`src/rtl/multicore_pkg.sv`:
```
// Shared fetch-stage types and constants: instruction width, NOOP encoding, fetch FSM states.
package multicore_pkg;

  localparam int INST_SIZE = 32;

  // ADDI x0, x0, 0
  localparam logic [INST_SIZE-1:0] NOOP_CODE = 32'h0000_0013;

  typedef enum logic [1:0] {
    FETCH = 2'd0,
    HOLD  = 2'd1,
    DROP  = 2'd2,
    HALT  = 2'd3
  } t_fetch_state;

  function automatic logic [INST_SIZE-1:0] pc_inc(input logic [INST_SIZE-1:0] pc);
    return pc + 32'd4;
  endfunction

endpackage

```
`src/rtl/fetch_hold_buf.sv`:
```
// One-entry buffer holding an instruction word and its pc while decode is stalled.
module fetch_hold_buf
  import multicore_pkg::*;
(
  input  logic                 clk,
  input  logic                 rst,
  input  logic                 load,
  input  logic                 clear,
  input  logic [INST_SIZE-1:0] word_in,
  input  logic [INST_SIZE-1:0] pc_in,
  output logic                 valid,
  output logic [INST_SIZE-1:0] word,
  output logic [INST_SIZE-1:0] pc
);

  // Clear wins over load so a redirect always invalidates the entry.
  always_ff @(posedge clk or posedge rst) begin
    if (rst) begin
      valid <= 1'b0;
      word  <= NOOP_CODE;
      pc    <= {INST_SIZE{1'b0}};
    end else if (clear) begin
      valid <= 1'b0;
    end else if (load) begin
      valid <= 1'b1;
      word  <= word_in;
      pc    <= pc_in;
    end
  end

endmodule

```
`src/rtl/instr_fetch.sv`:
```
// Instruction fetch stage with stall buffering and decode/execute redirects.
// Define FETCH_MISALIGN_TRAP_EN to trap misaligned redirect targets instead of aligning them.
module instr_fetch
  import multicore_pkg::*;
#(
  parameter logic [INST_SIZE-1:0] RESET_PC = 32'h0000_0000
)
(
  input  logic                 i_aclk,
  input  logic                 i_areset,
  input  logic                 i_stall,
  input  logic                 i_branch_valid,
  input  logic [INST_SIZE-1:0] i_branch_addr,
  input  logic                 i_exe_redirect,
  input  logic [INST_SIZE-1:0] i_exe_addr,
  output logic                 o_imem_req,
  output logic [INST_SIZE-1:0] o_imem_addr,
  input  logic                 i_imem_ack,
  input  logic [INST_SIZE-1:0] i_imem_rdata,
  output logic [INST_SIZE-1:0] o_instruction,
  output logic [INST_SIZE-1:0] o_pc,
  output logic [INST_SIZE-1:0] o_pcplus4,
`ifdef FETCH_MISALIGN_TRAP_EN
  output logic                 o_misaligned,
`endif
  output logic                 o_flush
);

  t_fetch_state         state;
  logic [INST_SIZE-1:0] pc_q;
  logic [INST_SIZE-1:0] req_addr_q;
  logic                 redirect;
  logic                 accept;
  logic [INST_SIZE-1:0] raw_target;
  logic [INST_SIZE-1:0] target;
  logic                 buf_load;
  logic                 buf_clear;
  logic                 buf_valid;
  logic [INST_SIZE-1:0] buf_word;
  logic [INST_SIZE-1:0] buf_pc;
`ifdef FETCH_MISALIGN_TRAP_EN
  logic                 misalign_hit;
`endif

  // Redirect selection; execute-stage redirect outranks decode-stage JAL.
  always_comb begin
    redirect   = i_exe_redirect | i_branch_valid;
    raw_target = i_exe_redirect ? i_exe_addr : i_branch_addr;
`ifdef FETCH_MISALIGN_TRAP_EN
    target = raw_target;
    if (state == HALT) begin
      accept = i_exe_redirect && (i_exe_addr[1:0] == 2'b00);
    end else begin
      accept = redirect;
    end
    misalign_hit = accept && (state != HALT) && (target[1:0] != 2'b00);
`else
    target = raw_target & {{(INST_SIZE-2){1'b1}}, 2'b00};
    accept = redirect;
`endif
    buf_load  = (state == FETCH) && i_imem_ack && i_stall && !redirect;
    buf_clear = (state == HOLD) && (accept || !i_stall);
  end

  assign o_flush     = accept;
  assign o_imem_req  = ((state == FETCH) || (state == DROP)) && !i_areset;
  assign o_imem_addr = req_addr_q;

  fetch_hold_buf u_hold_buf (
    .clk     (i_aclk),
    .rst     (i_areset),
    .load    (buf_load),
    .clear   (buf_clear),
    .word_in (i_imem_rdata),
    .pc_in   (pc_q),
    .valid   (buf_valid),
    .word    (buf_word),
    .pc      (buf_pc)
  );

  // Fetch FSM; req_addr_q tracks pc_q in FETCH but freezes in DROP until the stale ack.
  always_ff @(posedge i_aclk or posedge i_areset) begin
    if (i_areset) begin
      state         <= FETCH;
      pc_q          <= RESET_PC;
      req_addr_q    <= RESET_PC;
      o_instruction <= NOOP_CODE;
      o_pc          <= RESET_PC;
      o_pcplus4     <= pc_inc(RESET_PC);
`ifdef FETCH_MISALIGN_TRAP_EN
      o_misaligned  <= 1'b0;
`endif
    end else begin
      if (!i_stall) begin
        o_instruction <= NOOP_CODE;
      end
`ifdef FETCH_MISALIGN_TRAP_EN
      if (misalign_hit) begin
        state        <= HALT;
        o_misaligned <= 1'b1;
      end else
`endif
      case (state)
        FETCH: begin
          if (accept) begin
            pc_q <= target;
            if (i_imem_ack) begin
              req_addr_q <= target;
            end else begin
              state <= DROP;
            end
          end else if (i_imem_ack) begin
            pc_q       <= pc_inc(pc_q);
            req_addr_q <= pc_inc(pc_q);
            if (i_stall) begin
              state <= HOLD;
            end else begin
              o_instruction <= i_imem_rdata;
              o_pc          <= pc_q;
              o_pcplus4     <= pc_inc(pc_q);
            end
          end
        end
        HOLD: begin
          if (accept) begin
            pc_q       <= target;
            req_addr_q <= target;
            state      <= FETCH;
          end else if (!i_stall) begin
            if (buf_valid) begin
              o_instruction <= buf_word;
              o_pc          <= buf_pc;
              o_pcplus4     <= pc_inc(buf_pc);
            end
            state <= FETCH;
          end
        end
        DROP: begin
          if (accept) begin
            pc_q <= target;
          end
          if (i_imem_ack) begin
            req_addr_q <= accept ? target : pc_q;
            state      <= FETCH;
          end
        end
`ifdef FETCH_MISALIGN_TRAP_EN
        HALT: begin
          if (accept) begin
            o_misaligned <= 1'b0;
            pc_q         <= target;
            req_addr_q   <= target;
            state        <= FETCH;
          end
        end
`endif
        default: state <= FETCH;
      endcase
    end
  end

endmodule

```
`config.mk`:
```
export PLATFORM = sky130hd
export DESIGN_NAME = instr_fetch
export DESIGN_NICKNAME = d
export VERILOG_FILES = /design/src/rtl/multicore_pkg.sv /design/src/rtl/fetch_hold_buf.sv /design/src/rtl/instr_fetch.sv
export SDC_FILE = /design/constraint.sdc
export NUM_CORES = 1
export LEC_CHECK = 0
export CAP_MARGIN = 30
export CORE_MARGIN = 3
export CORE_UTILIZATION = 48
export DETAILED_ROUTE_END_ITERATION = 6
export PLACE_DENSITY = 0.77
export SYNTH_ARGS = -nofsm -noshare
export SYNTH_HDL_FRONTEND = slang
export SYNTH_HIERARCHICAL = 1
export SYNTH_SLANG_ARGS = --single-unit
```
`constraint.sdc`:
```
create_clock -name i_aclk -period 5.4 [get_ports i_aclk]
set_input_delay 0.81 -clock i_aclk [delete_from_list [all_inputs] [get_ports i_aclk]]
set_output_delay 0.81 -clock i_aclk [all_outputs]
set_load 0.1 [all_outputs]
```
==> impl_metrics.env <==
export IMPL_status="finished, final reports clean"
export IMPL_drt_initial_drc_count=1415
export IMPL_slew_headroom_pct=30.3
export IMPL_htreeDepth=1
export IMPL_maxSlewViolCount=0
export IMPL_gp_congestion=0.904
export IMPL_antenna_cells=0
export IMPL_num_vias=11099
export IMPL_cts_inserted_buffers=26
export IMPL_synth_edff_count=0
export IMPL_yosys_area_top_type="dfrtp_1"
export IMPL_period_share_pct=70.2
export IMPL_cts_path_max_buffers=3
export IMPL_die_x_microns=168
export IMPL_fin_nets=1564
export IMPL_final_setup_viol_count=0
export IMPL_p_seq_share_pct=28.5
export IMPL_ys_ff_latch=225
export IMPL_postCtsResizedCells=0
export IMPL_critPathCaptureType="output pin"
export IMPL_crit_fanout=11
export IMPL_clock_latency_ns=0.53
export IMPL_grt_overflow=0
export IMPL_yosysSeqAreaShare_pct=44.8
export IMPL_core_area_sq_um=25500
export IMPL_final_cell_area_sq_um=15800
export IMPL_max_cap_violations=0
export IMPL_cts_hold_buf=0
export IMPL_fillers=2102
export IMPL_routedWlPerCell_microns=21.2
export IMPL_die_y_microns=168
export IMPL_track_usage_pct=26.2
export IMPL_switchingPower_w=0.00595
export IMPL_cts_tree="built"
export IMPL_ys_flop_type="dfrtp_1"
export IMPL_placed_area_sq_um=15000
export IMPL_min_period_ns=3.79
export IMPL_mostFrequentLayoutCell="clkdlybuf4s50_1"
export IMPL_min_path_type="reg2reg"
export IMPL_die_area_sq_um=28200
export IMPL_drc=0
export IMPL_row_count=58
export IMPL_yosys_warnings=6
export IMPL_dpl_cell_count=1757
export IMPL_netlist_area_leader_share_pct=43.3
export IMPL_rsz0062_at_grt="false"
export IMPL_cts_setup_buffers=0
export IMPL_netSwitchingFraction_pct=52.8
export IMPL_critical_path_buf_inv_count=2
export IMPL_dr_pass1_iters=6
export IMPL_synthCells=1287
export IMPL_ant_nets=0
export IMPL_timing_setup_tns_ns=0
export IMPL_place_ws_ns=1.32
export IMPL_crit_type="reg2out"
export IMPL_dp_hpwl_microns=26300
export IMPL_syn_avg_cell_area_sq_um=9.79
export IMPL_cp_arrival_ns=2.98
export IMPL_synth_area_leaders="dfrtp_1, mux2_4, o21ai_0"
export IMPL_synth_cell_types=69
export IMPL_drive_above_1_share_pct=10.9
export IMPL_layout_common_cells="clkdlybuf4s50_1, dfrtp_1, nand2_1"
export IMPL_synth_nets=1395
export IMPL_worstPathCellList="inv_1 > ha_1 > nor2_1 > nor2_1 > clkdlybuf4s50_1"
export IMPL_grt_max_degree=104
export IMPL_cpMaxStageDelayCell="clkdlybuf4s50_1"
export IMPL_skew_ns=0.0151
export IMPL_intPower_w=0.00533
export IMPL_final_hold_viol_count=0
export IMPL_slowest_delay_ns=1.14
export IMPL_finalWorstSetupSlack_ns=1.61
export IMPL_num_io_pins=232
export IMPL_power_share_clock_pct=14.9
export IMPL_powerDensity_nw_per_um2=713
export IMPL_area_growth_pct=25.6
export IMPL_p_comb_share_pct=56.7
export IMPL_cts_sinks=225
export IMPL_grt_pass1_vias=10438
export IMPL_timing_fmax_mhz=264
export IMPL_cts_root_buf="clkbuf_16"
export IMPL_viasPerCell=6.15
export IMPL_leakagePower_nw=6.43
export IMPL_synthArstFlopShare_pct=100
export IMPL_worst_pin_slew_ns=1.04
export IMPL_routed_wirelength_microns=38200
export IMPL_initial_core_util_pct=49.4
export IMPL_synth_area_sq_um=12600
export IMPL_critical_path_top_delay_family="buffers and inverters"
export IMPL_required_ns=4.59
export IMPL_portBuffers=227
export IMPL_grt_pass1_wl_microns=60100
export IMPL_startpoint_type="register"
export IMPL_antenna_found_initial=1
export IMPL_instances_no_fill=1804
export IMPL_vdd_drop_max_mv=0.592
export IMPL_path_common_cell="nor2_1"
export IMPL_path_clk_slew_ns=0.06
[Yosys cell counts, types with 4 or more instances]
cell	instances
dfrtp_1	218
nand2_1	159
o21ai_0	135
clkbuf_1	77
nor2_1	71
a21oi_1	66
mux2i_1	66
mux2_4	60
a22oi_1	38
nand3_1	28
xor2_1	23
xnor2_1	20
buf_2	19
nor3_1	19
o31ai_1	18
a31oi_1	17
o211ai_1	17
mux2_2	16
and2_1	13
inv_1	12
nand4_1	12
o21a_1	11
and4_1	10
or3_1	10
nand2b_1	9
nor4_1	9
a22o_1	8
or4_1	8
buf_12	7
dfstp_2	7
o221ai_1	7
o22a_1	7
o32ai_1	7
and3_1	6
ha_1	6
nor2b_1	5
o22ai_1	5
o2bb2ai_1	5
o41ai_1	5
buf_4	4
[cells by family after synthesis]
| group | after synthesis | synth area share [%] |
|---|---|---|
| xor+xnor | 43 | 2.99 |
| simple gates | 371 | 14.0 |
| compound gates | 373 | 18.6 |
| mux | 142 | 13.8 |
| flops | 225 | 44.8 |
| buf+inv | 127 | 5.13 |
| fa+ha+maj | 6 | 0.596 |
[flip-flops by register name, summed over array words and instances, names as in the netlist]
name	cells
state	2
u_hold_buf/word	32
pc_q	32
o_imem_addr	32
o_instruction	32
u_hold_buf/pc	32
u_hold_buf/valid	1
o_pcplus4	30
o_pc	32
[power groups by stage]
stage / registers (W) / clock network (W) / logic (W)
after global placement: 0.00317 / 0 / 0.00614
final: 0.00321 / 0.00168 / 0.00639
after floorplan: 0.00534 / 0 / 0.00245
after detailed placement: 0.00321 / 0 / 0.00631
after global routing: 0.00332 / 0.00177 / 0.00671
after CTS: 0.00319 / 0.00170 / 0.00636
[path summary, 6_finish.rpt]
kind,start,endpoint,slack [ns],depth (start not counted)
setup / recovery,state[0],o_imem_req,1.61,5
min in group asynchronous,i_areset,u_hold_buf/pc[25],0.95,2
hold / removal,o_pcplus4[2],o_pcplus4[2],0.47,2
setup reg to reg,pc_q[2],o_pcplus4[26],2.01,6
hold reg to reg,o_pcplus4[2],o_pcplus4[2],0.47,2
max in group asynchronous,i_areset,o_instruction[4],3.39,3
[routing by layer]
metal,up-vias,track usage [%],wire (microns)
li1,5021,-,-
met1,5357,38.7,16300
met2,646,39.6,16900
met3,73,5.47,4000
met4,2,6.62,948
met5,-,0,17
[final cells by class]
class | count | area (sq um) | area share, %
clock inverters | 3 | 18.8 | 0.119
inverters | 14 | 57.6 | 0.364
clock buffers | 43 | 786 | 4.97
multi-input cells | 935 | 6340 | 40.1
well taps | 330 | 413 | 2.61
flip-flops and latches | 225 | 5640 | 35.7
repair buffers | 254 | 2560 | 16.2
[stage by stage]
| stage | total power, W | utilization [%] | hold slack (ns) |
|---|---|---|---|
| final | 0.0113 | 62.1 | 0.470 |
| after CTS | 0.0112 | 62.1 | 0.476 |
| after floorplan | 0.00779 | - | 0.476 |
| after global routing | 0.0118 | 62.1 | 0.489 |
| after detailed placement | 0.00952 | 58.9 | 0.467 |
| after global placement | 0.00931 | 58.3 | 0.448 |
[worst reg2reg max path: cells and delay by family (launching register included)]
kind            cells  cell delay, ns
compound gates      2            0.66
fa+ha+maj           1            0.37
simple gates        3            1.69
flops               1            0.57
(Power assumes the default switching activity.)
